### src/rtl/seg7_scan_if.sv
// seg7_scan_if: write port of the two-digit 7-segment scanner.
// The bus side drives a digit pair plus decimal points and receives an ack.
interface seg7_scan_if;
    logic       wr_en;
    logic [7:0] wr_data;
    logic [1:0] wr_dp;
    logic       wr_ack;

    modport master (
        output wr_en,
        output wr_data,
        output wr_dp,
        input  wr_ack
    );

    modport slave (
        input  wr_en,
        input  wr_data,
        input  wr_dp,
        output wr_ack
    );
endinterface

### src/rtl/seg7_scan.sv
// seg7_scan: two-digit multiplexed 7-segment driver with frame-atomic updates.
// Optional macro SEG7_BLINK_EN adds a 64-frame blink counter gated by 'blink'.
module seg7_scan #(
    parameter int SCAN_DIV       = 50000,
    parameter int DEAD           = 16,
    parameter bit SEG_ACTIVE_LOW = 1'b1,
    parameter bit COM_ACTIVE_LOW = 1'b1
) (
    input  logic        clk,
    input  logic        resetn,
    seg7_scan_if.slave  bus,
    input  logic        blank,
    input  logic        blink,
    output logic [7:0]  SEG_o,
    output logic [1:0]  COM_o
);

    localparam logic [15:0] LAST    = 16'(SCAN_DIV - 1);
    localparam logic [15:0] DEAD_C  = 16'(DEAD);
    localparam logic [7:0]  SEG_INV = SEG_ACTIVE_LOW ? 8'hFF : 8'h00;
    localparam logic [1:0]  COM_INV = COM_ACTIVE_LOW ? 2'b11 : 2'b00;

    logic [15:0] cnt_q, cnt_d;
    logic        sel_q, sel_d;
    logic [9:0]  shadow_q, shadow_d;
    logic [9:0]  active_q, active_d;
    logic        ack_q, ack_d;
    logic [7:0]  seg_q, seg_d;
    logic [1:0]  com_q, com_d;

    logic        wrap;
    logic        frame_end;
    logic        blink_off;
    logic [3:0]  nib;
    logic        dp_bit;
    logic [6:0]  glyph;
    logic [1:0]  com_raw;

`ifdef SEG7_BLINK_EN
    logic [5:0]  blink_cnt_q, blink_cnt_d;
`else
    logic        unused_blink;
    assign unused_blink = blink;
`endif

    // Hex nibble to active-high gfedcba pattern.
    function automatic logic [6:0] decode(input logic [3:0] n);
        logic [6:0] g;
        case (n)
            4'h0:    g = 7'h3F;
            4'h1:    g = 7'h06;
            4'h2:    g = 7'h5B;
            4'h3:    g = 7'h4F;
            4'h4:    g = 7'h66;
            4'h5:    g = 7'h6D;
            4'h6:    g = 7'h7D;
            4'h7:    g = 7'h07;
            4'h8:    g = 7'h7F;
            4'h9:    g = 7'h6F;
            4'hA:    g = 7'h77;
            4'hB:    g = 7'h7C;
            4'hC:    g = 7'h39;
            4'hD:    g = 7'h5E;
            4'hE:    g = 7'h79;
            default: g = 7'h71;
        endcase
        return g;
    endfunction

    // Next-state: prescaler, digit select, shadow/active data and pin drive.
    always_comb begin
        wrap      = (cnt_q == LAST);
        frame_end = wrap & sel_q;

        cnt_d    = wrap ? 16'd0 : cnt_q + 16'd1;
        sel_d    = sel_q ^ wrap;
        ack_d    = bus.wr_en;
        shadow_d = bus.wr_en ? {bus.wr_dp, bus.wr_data} : shadow_q;
        // Copy the pre-write shadow so a frame never mixes old and new data.
        active_d = frame_end ? shadow_q : active_q;

`ifdef SEG7_BLINK_EN
        blink_cnt_d = frame_end ? blink_cnt_q + 6'd1 : blink_cnt_q;
        blink_off   = blink & blink_cnt_q[5];
`else
        blink_off   = 1'b0;
`endif

        nib    = sel_q ? active_q[7:4] : active_q[3:0];
        dp_bit = sel_q ? active_q[9] : active_q[8];
        glyph  = decode(nib);

        com_raw = 2'b00;
        if (cnt_q >= DEAD_C) begin
            com_raw = sel_q ? 2'b10 : 2'b01;
        end

        seg_d = (blank | blink_off) ? 8'h00 : {dp_bit, glyph};
        seg_d = seg_d ^ SEG_INV;
        com_d = com_raw ^ COM_INV;
    end

    // State and registered pins, cleared to idle/off by synchronous reset.
    always_ff @(posedge clk) begin
        if (!resetn) begin
            cnt_q    <= 16'd0;
            sel_q    <= 1'b0;
            shadow_q <= 10'd0;
            active_q <= 10'd0;
            ack_q    <= 1'b0;
            seg_q    <= SEG_INV;
            com_q    <= COM_INV;
`ifdef SEG7_BLINK_EN
            blink_cnt_q <= 6'd0;
`endif
        end else begin
            cnt_q    <= cnt_d;
            sel_q    <= sel_d;
            shadow_q <= shadow_d;
            active_q <= active_d;
            ack_q    <= ack_d;
            seg_q    <= seg_d;
            com_q    <= com_d;
`ifdef SEG7_BLINK_EN
            blink_cnt_q <= blink_cnt_d;
`endif
        end
    end

    assign bus.wr_ack = ack_q;
    assign SEG_o      = seg_q;
    assign COM_o      = com_q;

endmodule

### src/flat_wrapper.sv
// flat-port wrapper written by rule: the top's interface ports become plain ports
module seg7_scan_flat 
#(
    parameter int SCAN_DIV       = 50000,
    parameter int DEAD           = 16,
    parameter bit SEG_ACTIVE_LOW = 1'b1,
    parameter bit COM_ACTIVE_LOW = 1'b1
)
  (clk, resetn, blank, blink, SEG_o, COM_o, bus_wr_en, bus_wr_data, bus_wr_dp, bus_wr_ack);
  seg7_scan_if bus_i ();
  input  logic clk;
  input  logic resetn;
  input  logic blank;
  input  logic blink;
  output logic [7:0] SEG_o;
  output logic [1:0] COM_o;
  input wire logic [$bits(bus_i.wr_en)-1:0] bus_wr_en;
  input wire logic [$bits(bus_i.wr_data)-1:0] bus_wr_data;
  input wire logic [$bits(bus_i.wr_dp)-1:0] bus_wr_dp;
  output wire logic [$bits(bus_i.wr_ack)-1:0] bus_wr_ack;
  assign bus_i.wr_en = bus_wr_en;
  assign bus_i.wr_data = bus_wr_data;
  assign bus_i.wr_dp = bus_wr_dp;
  assign bus_wr_ack = bus_i.wr_ack;
  seg7_scan #(.SCAN_DIV(SCAN_DIV), .DEAD(DEAD), .SEG_ACTIVE_LOW(SEG_ACTIVE_LOW), .COM_ACTIVE_LOW(COM_ACTIVE_LOW)) u_core (.clk(clk), .resetn(resetn), .bus(bus_i), .blank(blank), .blink(blink), .SEG_o(SEG_o), .COM_o(COM_o));
endmodule
### config.mk
export PLATFORM = sky130hd
export DESIGN_NAME = seg7_scan_flat
export DESIGN_NICKNAME = d
export VERILOG_FILES = /design/src/rtl/seg7_scan_if.sv /design/src/rtl/seg7_scan.sv /design/src/flat_wrapper.sv
export SDC_FILE = /design/constraint.sdc
export NUM_CORES = 1
export LEC_CHECK = 0
export BUFFER_PORTS_ARGS = -buffer_cell sky130_fd_sc_hd__buf_2
export CORE_MARGIN = 8
export CORE_UTILIZATION = 37
export CTS_BUF_LIST = sky130_fd_sc_hd__clkbuf_8
export CTS_CLUSTER_SIZE = 20
export DETAILED_ROUTE_END_ITERATION = 10
export PLACE_DENSITY = 0.6
export SYNTH_ARGS = -nofsm -noshare
export SYNTH_HDL_FRONTEND = slang
export SYNTH_SLANG_ARGS = --single-unit
### constraint.sdc
create_clock -name clk -period 5.3 [get_ports clk]
set_input_delay 0.53 -clock clk [delete_from_list [all_inputs] [get_ports clk]]
set_output_delay 0.53 -clock clk [all_outputs]
set_load 0.02 [all_outputs]
==> results of run 1 <==
-- logic make-up after synthesis --
family / after synthesis
simple gates: 77
flops: 48
mux: 28
buf+inv: 18
compound gates: 14
xor+xnor: 14
fa+ha+maj: 9
-- per-stage QoR --
step	cell area, um^2	cells	setup WS (ns)	power [mW]	util (%)
after floorplan	2090	208	3.17	0.405	-
after global placement	2260	296	2.95	0.416	41.4
after detailed placement	2260	296	2.90	0.417	41.4
after CTS	2380	304	2.89	0.690	43.5
after global routing	2380	304	2.77	0.707	43.5
final	2380	304	2.93	0.675	43.5
-- how the worst max path moves through the flow --
stage | cells after the start | end
5_1_grt | 6 | u_core.active_q[9]
2_1_floorplan | 7 | u_core.active_q[0]
6_report | 6 | u_core.active_q[2]
3_3_place_gp | 6 | u_core.active_q[2]
3_5_place_dp | 6 | u_core.active_q[4]
4_1_cts | 6 | u_core.active_q[2]
-- registers in the layout, indices dropped and copies added (netlist names) --
| signal | cells |
|---|---|
| u_core.COM_o | 2 |
| u_core.sel_q | 1 |
| u_core.active_q | 10 |
| u_core.SEG_o | 8 |
| u_core.bus.wr_ack | 1 |
| u_core.cnt_q | 16 |
| u_core.shadow_q | 10 |
-- worst max-delay path, delay by kind of cell (launching register included) --
kind / cells / cell delay (ns)
AND/OR/NAND/NOR: 3 / 0.79
adder cells (fa/ha/maj): 2 / 0.83
flip-flops: 1 / 0.39
multiplexers: 1 / 0.26
-- area by class of cell --
cell class                 count  area, um^2  share of cell area, %
multi-input combinational    142        1060                   44.4
inverter                      10        37.5                   1.58
sequential                    48         961                   40.4
clock inverter                 3        47.5                   2.00
clock buffer                   5        68.8                   2.89
tap                           72        90.1                   3.78
timing repair buffer          24         120                   5.04
-- layer usage --
metal | global-route usage, % | part of all wire (%) | vias up
met3 | 3.37 | 5.2 | 7
met4 | 4.50 | 2.1 | 0
li1 | - | - | 756
met2 | 14.9 | 45 | 21
met1 | 10.5 | 47 | 639
met5 | 0 | 0 | -
-- power by group --
group | internal, mW | switching [mW] | total (mW)
Clock | 0.142 | 0.126 | 0.268
Sequential | 0.370 | 0.00483 | 0.374
Combinational | 0.0157 | 0.0173 | 0.0330
Total | 0.527 | 0.148 | 0.675
-- cells in the final DEF, fill, tap and decap left out, types with 4 or more instances in the layout --
master,Yosys,final
clkbuf_8,0,5
ha_1,9,9
nor3_1,4,4
nor2b_1,22,22
nor4_1,5,5
mux2i_1,24,24
buf_2,2,24
nor2_1,19,19
nand3_1,7,7
inv_1,10,10
nand2_1,8,8
xnor2_1,12,12
dfxtp_1,48,48
==> flow_summary.toml, run 1 <==
[outcome]
status = "complete, no violations"

[routing]
postRouteAntennaNets = 0
wl_um = 3640
drt_iter0_markers = 83
firstDrtPassIters = 4
wl_per_cell_um = 12.0
remaining_drc_errors = 0
vias_per_cell = 4.68
vias = 1423

[clocking]
cts_tree = "built"
cts_num_sinks = 48
post-cts-setup-buffer-count = 0
clockBufferDepth = 2
ctsHoldBuffers = 0
cts-root-buf = "clkbuf_8"
cts_resized = 0
htree_levels = 2
insertion_delay_ns = 0.30
clk_pin_slew_worst_paths_ns = 0.09
numCtsBuffers = 5

[placement]
io_buffers = 24
dp_hpwl_um = 2530
gp_congestion = 0.766

[logic_synthesis]
synthSimpleGateAreaFrac_pct = 19.5
synthTopCellsByArea = "dfxtp_1 (46%), mux2i_1 (11%), nor2b_1 (6.6%)"
synth_top_family_by_area = "simple AND/OR/NAND/NOR gates"
ys_ff_latch = 48
synth_top_area_share_pct = 45.9
yosysMostFrequentCell = "dfxtp_1"
yosysWarnings = 0
synthFlopType = "dfxtp_1"
synthCells = 208
async_flop_share_pct = 0
synth_nets = 232
synth_compound_area_share_pct = 5.56
netlist_area_mm2 = 0.00209
ys_types = 32
postSynthAreaPerCell_um2 = 10.1
synth_xor_area_share_pct = 5.85
ys_seq_area_share_pct = 45.9
synthTopCellsByCount = "dfxtp_1 (48), mux2i_1 (24), nor2b_1 (22)"
synth_edf_count = 0
yosys.area.top_type = "dfxtp_1"
synthAdderAreaFrac_pct = 5.38
muxShareOfSynthArea_pct = 14.2

[global_routing]
track_usage_pct = 9.18
grt_pass1_wl_um = 6360
first_global_vias = 1387
grt_max_degree = 28
grt_overflow = 0
antenna_found_initial = 0

[timing]
rsz0062_at_grt = "false"
tns_ns = 0
drv_slew = 0
fin_skew_ns = 0.00921
tightest_slew_ns = 0.973
fmax_mhz = 422
setup_viol = 0
hold_viol_final = 0
min_period_ns = 2.37
period_share_pct = 44.7
holdWs_ns = 0.475
slew_headroom_pct = 33.3

[pwr]
powerDensity_mw_per_mm2 = 284
vdd_drop_max_v = 0.000124
leakage_nw = 0.897

[critical_path]
critPathMaxStageDelay_ns = 0.62
slowest_stage = "ha_1"
rr_endpoint = "u_core.active_q[2]"
cp-startpoint = "u_core.cnt_q[0]"
start_kind = "flop"
critical_path.cell_chain = "ha_1, nand3_1, nor4_1, ha_1, mux2i_1, nor2b_1"
required_ns = 5.50
rr_startpoint = "u_core.cnt_q[0]"
arrival_ns = 2.57
crit_top_cell = "ha_1"
critical_path_class = "reg2reg"
rrSetupSlack_ns = 2.93
end_kind = "flop"
r2r_cells = 6
crit_fanout = 10

[cells_and_area]
area_growth_pct = 13.7
antennaDiodeCount = 0
fillers = 566
nNetsFinal = 255
layout-drive-gt1-share_pct = 17.2

[flow_run]
cap_violations = 0

[floorplanning]
start_util_pct = 38.3
io_pins = 26
row_count = 27
die_w_um = 91.2
core_area_mm2 = 0.00547
dieArea_mm2 = 0.00832
die_h_um = 91.2

[worst_hold_path]
min_from = "bus_wr_dp[1]"
holdPathEnd = "u_core.shadow_q[9]"
holdPathStages = 3
hp-class = "in2reg"
Power figures use the tool's default switching activity.
==> inputs of run 2 (changes only) <==
==> constraint.sdc (replaced) <==
create_clock -name clk -period 2.5 [get_ports clk]
set_input_delay 0.25 -clock clk [delete_from_list [all_inputs] [get_ports clk]]
set_output_delay 0.25 -clock clk [all_outputs]
set_load 0.02 [all_outputs]
==> flow_summary.toml, run 2 (synthesis gave the netlist of run 1 again) <==
[outcome]
status = "complete, no violations"

[timing]
rsz0062_at_grt = "false"
tns_ns = 0
slew_headroom_pct = 65.8
setup_viol = 0
fin_skew_ns = 0.0133
period_share_pct = 76.3
holdWs_ns = 0.201
hold_viol_final = 0
drv_slew = 0
tightest_slew_ns = 0.499
fmax_mhz = 524
min_period_ns = 1.91

[placement]
dp_cells = 303
io_buffers = 24
gp_congestion = 0.808
dp_hpwl_um = 2660

[clocking]
clk_pin_slew_worst_paths_ns = 0.09
cts_resized = 0
cts-root-buf = "clkbuf_8"
ctsHoldBuffers = 0
insertion_delay_ns = 0.30
numCtsBuffers = 5
cts_tree = "built"
cts_num_sinks = 48
htree_levels = 2
clockBufferDepth = 2
post-cts-setup-buffer-count = 0

[routing]
vias_per_cell = 4.69
drt_iter0_markers = 57
wl_per_cell_um = 11.7
vias = 1460
remaining_drc_errors = 0
firstDrtPassIters = 4
postRouteAntennaNets = 0
wl_um = 3630

[floorplanning]
core_area_mm2 = 0.00547
die_w_um = 91.2
start_util_pct = 38.3
dieArea_mm2 = 0.00832
row_count = 27
die_h_um = 91.2
io_pins = 26

[pwr]
leakage_nw = 0.940
powerDensity_mw_per_mm2 = 622
vdd_drop_max_v = 0.000352
power.total_mw = 1.53

[critical_path]
critical_path.cell_chain = "nor4_2, nand2_2, nor4_1, ha_1, buf_4, mux2i_1, nor2b_1"
rr_startpoint = "u_core.cnt_q[13]"
cp-startpoint = "u_core.cnt_q[13]"
critical_path_class = "reg2reg"
start_kind = "flop"
arrival_ns = 2.09
end_kind = "flop"
required_ns = 2.68
critPathMaxStageDelay_ns = 0.35
crit_fanout = 10
slowest_stage = "dfxtp_1"

[cells_and_area]
final_common_cell = "dfxtp_1"
fillers = 563
regMostFlops = "u_core.cnt_q"
layout-drive-gt1-share_pct = 19.7
area_growth_pct = 17.2
layout_common_cells = "dfxtp_1 (48), mux2i_1 (24), buf_2 (24)"
largest_reg_flops = 16
reg.largest.list = "u_core.cnt_q x16, u_core.active_q x10, u_core.shadow_q x10"
antennaDiodeCount = 0
regArea_um2 = 961
instances_no_fill = 311
nNetsFinal = 262
multi_input_area_mm2 = 0.00106

[global_routing]
grt_pass1_wl_um = 6560
track_usage_pct = 9.41
grt_overflow = 0
grt_max_degree = 24
antenna_found_initial = 0
first_global_vias = 1462

[worst_hold_path]
hp-class = "in2reg"
min_from = "bus_wr_data[6]"

[flow_run]
cap_violations = 0
## run 2: cell types whose count changed in the layout (fill, tap and decap cells not counted)
cell       change
bufinv_16      +1
clkinv_4       -2
inv_6          +1
buf_4          +7
## run 2: metrics by stage
stage	area [um^2]	utilization, %	setup WS, ns
floorplan	2090	-	0.366
global placement	2320	42.3	0.608
detailed placement	2320	42.3	0.582
CTS	2450	44.9	0.556
global route	2450	44.9	0.449
finish	2450	44.9	0.593
## run 2: worst paths after layout
| kind | to | slack [ns] | cells after the start |
|---|---|---|---|
| setup / recovery | u_core.active_q[7] | 0.59 | 7 |
| hold / removal | u_core.shadow_q[6] | 0.20 | 3 |
| setup reg to reg | u_core.active_q[7] | 0.59 | 7 |
| hold reg to reg | u_core.cnt_q[0] | 0.49 | 1 |
## run 2: final cells by class
cell class                      count  area share, %
Multi-Input combinational cell    142           43.0
Sequential cell                    48           39.1
Timing Repair Buffer               31           7.03
Tap cell                           72           3.67
Clock buffer                        5           2.80
Clock inverter                      3           2.80
Inverter                           10           1.53
## run 2: power breakdown
part,total [mW],internal (mW),switching (mW)
Clock,0.661,0.402,0.258
Sequential,0.794,0.784,0.0107
Combinational,0.0723,0.0351,0.0372
## run 2: worst max-delay path: cells and delay by family, from the launching register on
family	cells	cell delay [ns]
adders and majority gates	1	0.20
muxes	1	0.21
and+or+nand+nor	4	0.82
DFF	1	0.35
buffers and inverters	1	0.21
## run 2: metal layers
metal,vias to the layer above,wire length [um],global-route usage [%]
met5,-,0,0
met2,19,1580,15.5
met4,0,42,4.09
met3,4,181,3.29
met1,672,1820,10.8
li1,765,-,-
==> inputs of run 3 (changes only) <==
==> constraint.sdc (replaced) <==
create_clock -name clk -period 1.9 [get_ports clk]
set_input_delay 0.19 -clock clk [delete_from_list [all_inputs] [get_ports clk]]
set_output_delay 0.19 -clock clk [all_outputs]
set_load 0.02 [all_outputs]
==> flow_summary.toml, run 3 (synthesis gave the netlist of run 1 again) <==
[outcome]
status = "complete, no violations"

[global_routing]
first_global_vias = 1464
grt_pass1_wl_um = 6690
grt_max_degree = 27
grt_overflow = 0
track_usage_pct = 9.51
antenna_found_initial = 0

[clocking]
cts_num_sinks = 48
cts_tree = "built"
clockBufferDepth = 2
htree_levels = 2
insertion_delay_ns = 0.29
numCtsBuffers = 5
cts-root-buf = "clkbuf_8"
clk_pin_slew_worst_paths_ns = 0.09
post-cts-setup-buffer-count = 0
cts_resized = 0
ctsHoldBuffers = 0

[timing]
period_share_pct = 94.6
slew_headroom_pct = 67.0
hold_viol_final = 0
fin_skew_ns = 0.00668
tightest_slew_ns = 0.494
drv_slew = 0
min_period_ns = 1.80
tns_ns = 0
setup_viol = 0
fmax_mhz = 556
rsz0062_at_grt = "false"

[critical_path]
critical_path.cell_chain = "mux2_2, inv_1, ha_1, inv_1, mux4_2, nand2b_1"
crit_family = "multiplexers"
crit_buf_inv = 2
critical_path_class = "reg2reg"
slowest_stage = "mux4_2"
end_kind = "flop"
start_kind = "flop"
crit_fanout = 6
arrival_ns = 1.97
critPathMaxStageDelay_ns = 0.43
crit_top_cell = "inv_1"
required_ns = 2.07

[cells_and_area]
fin_area_mm2 = 0.00251
largest_reg_flops = 16
fillers = 558
multi_input_area_mm2 = 0.00107
layout_common_cells = "dfxtp_1 (47), buf_2 (24), mux2i_1 (23)"
nNetsFinal = 268
regArea_um2 = 962
instances_no_fill = 317
area_growth_pct = 20.1
antennaDiodeCount = 0
final_common_cell = "dfxtp_1"
regMostFlops = "u_core.cnt_q"
layout-drive-gt1-share_pct = 23.7
reg.largest.list = "u_core.cnt_q x16, u_core.active_q x10, u_core.shadow_q x10"

[floorplanning]
row_count = 27
io_pins = 26
die_h_um = 91.2
core_area_mm2 = 0.00547
die_w_um = 91.2
dieArea_mm2 = 0.00832
start_util_pct = 38.3

[routing]
firstDrtPassIters = 3
remaining_drc_errors = 0
vias = 1483
postRouteAntennaNets = 0
drt_iter0_markers = 37
wl_um = 3790
vias_per_cell = 4.68
wl_per_cell_um = 12.0

[pwr]
vdd_drop_max_v = 0.000280
powerDensity_mw_per_mm2 = 758
leakage_nw = 0.962

[placement]
place_area_mm2 = 0.00238
gp_congestion = 0.813
dp_cells = 309
io_buffers = 24
dp_hpwl_um = 2780

[flow_run]
cap_violations = 0

[worst_hold_path]
hp-class = "in2reg"
==> run 3: layout make-up <==
type	instances	share of cell area [%]
sequential	48	38.3
timing repair buffer	37	9.15
multi-input combinational	142	42.7
clock buffer	6	3.28
inverter	10	1.49
tap	72	3.58
clock inverter	2	1.54
==> run 3: path summary, 6_finish.rpt <==
kind	startpoint	endpoint	slack [ns]	cells after the start
worst max-delay path	u_core.sel_q	u_core.SEG_o[3]	0.10	6
worst min-delay path	bus_wr_data[0]	u_core.shadow_q[0]	0.15	3
worst max register to register	u_core.sel_q	u_core.SEG_o[3]	0.10	6
worst min register to register	u_core.cnt_q[0]	u_core.cnt_q[0]	0.46	1
==> run 3: layer usage <==
| metal | GRT usage [%] | vias to the layer above | part of all wire (%) |
|---|---|---|---|
| met5 | 0 | - | 0 |
| met4 | 2.86 | 0 | 0.82 |
| met3 | 3.79 | 4 | 5.4 |
| met2 | 15.8 | 20 | 47 |
| met1 | 10.9 | 677 | 47 |
| li1 | - | 782 | - |
==> run 3: worst register-to-register path, cell delays in order (launching register included) <==
cell,delay (ns)
dfxtp_1,0.40
mux2_2,0.41
inv_1,0.11
ha_1,0.13
inv_1,0.06
mux4_2,0.43
nand2b_1,0.15
==> run 3: where the power goes <==
group | switching [mW] | leakage (nW) | internal, mW
Combinational | 0.0498 | 0.509 | 0.0477
Sequential | 0.0143 | 0.392 | 1.03
Clock | 0.332 | 0.0614 | 0.430
==> run 3: through the flow <==
step           utilization [%]  total power, mW  worst slack (ns)  hold WS, ns
2_1_floorplan                -             1.13            0.0117        0.318
3_3_place_gp              43.6             1.17            0.0847        0.446
3_5_place_dp              43.6             1.17            0.0582        0.458
4_1_cts                   45.8             1.94            0.0477        0.143
5_1_grt                   46.0             2.00            0.0112        0.160
6_report                  46.0             1.91             0.102        0.150
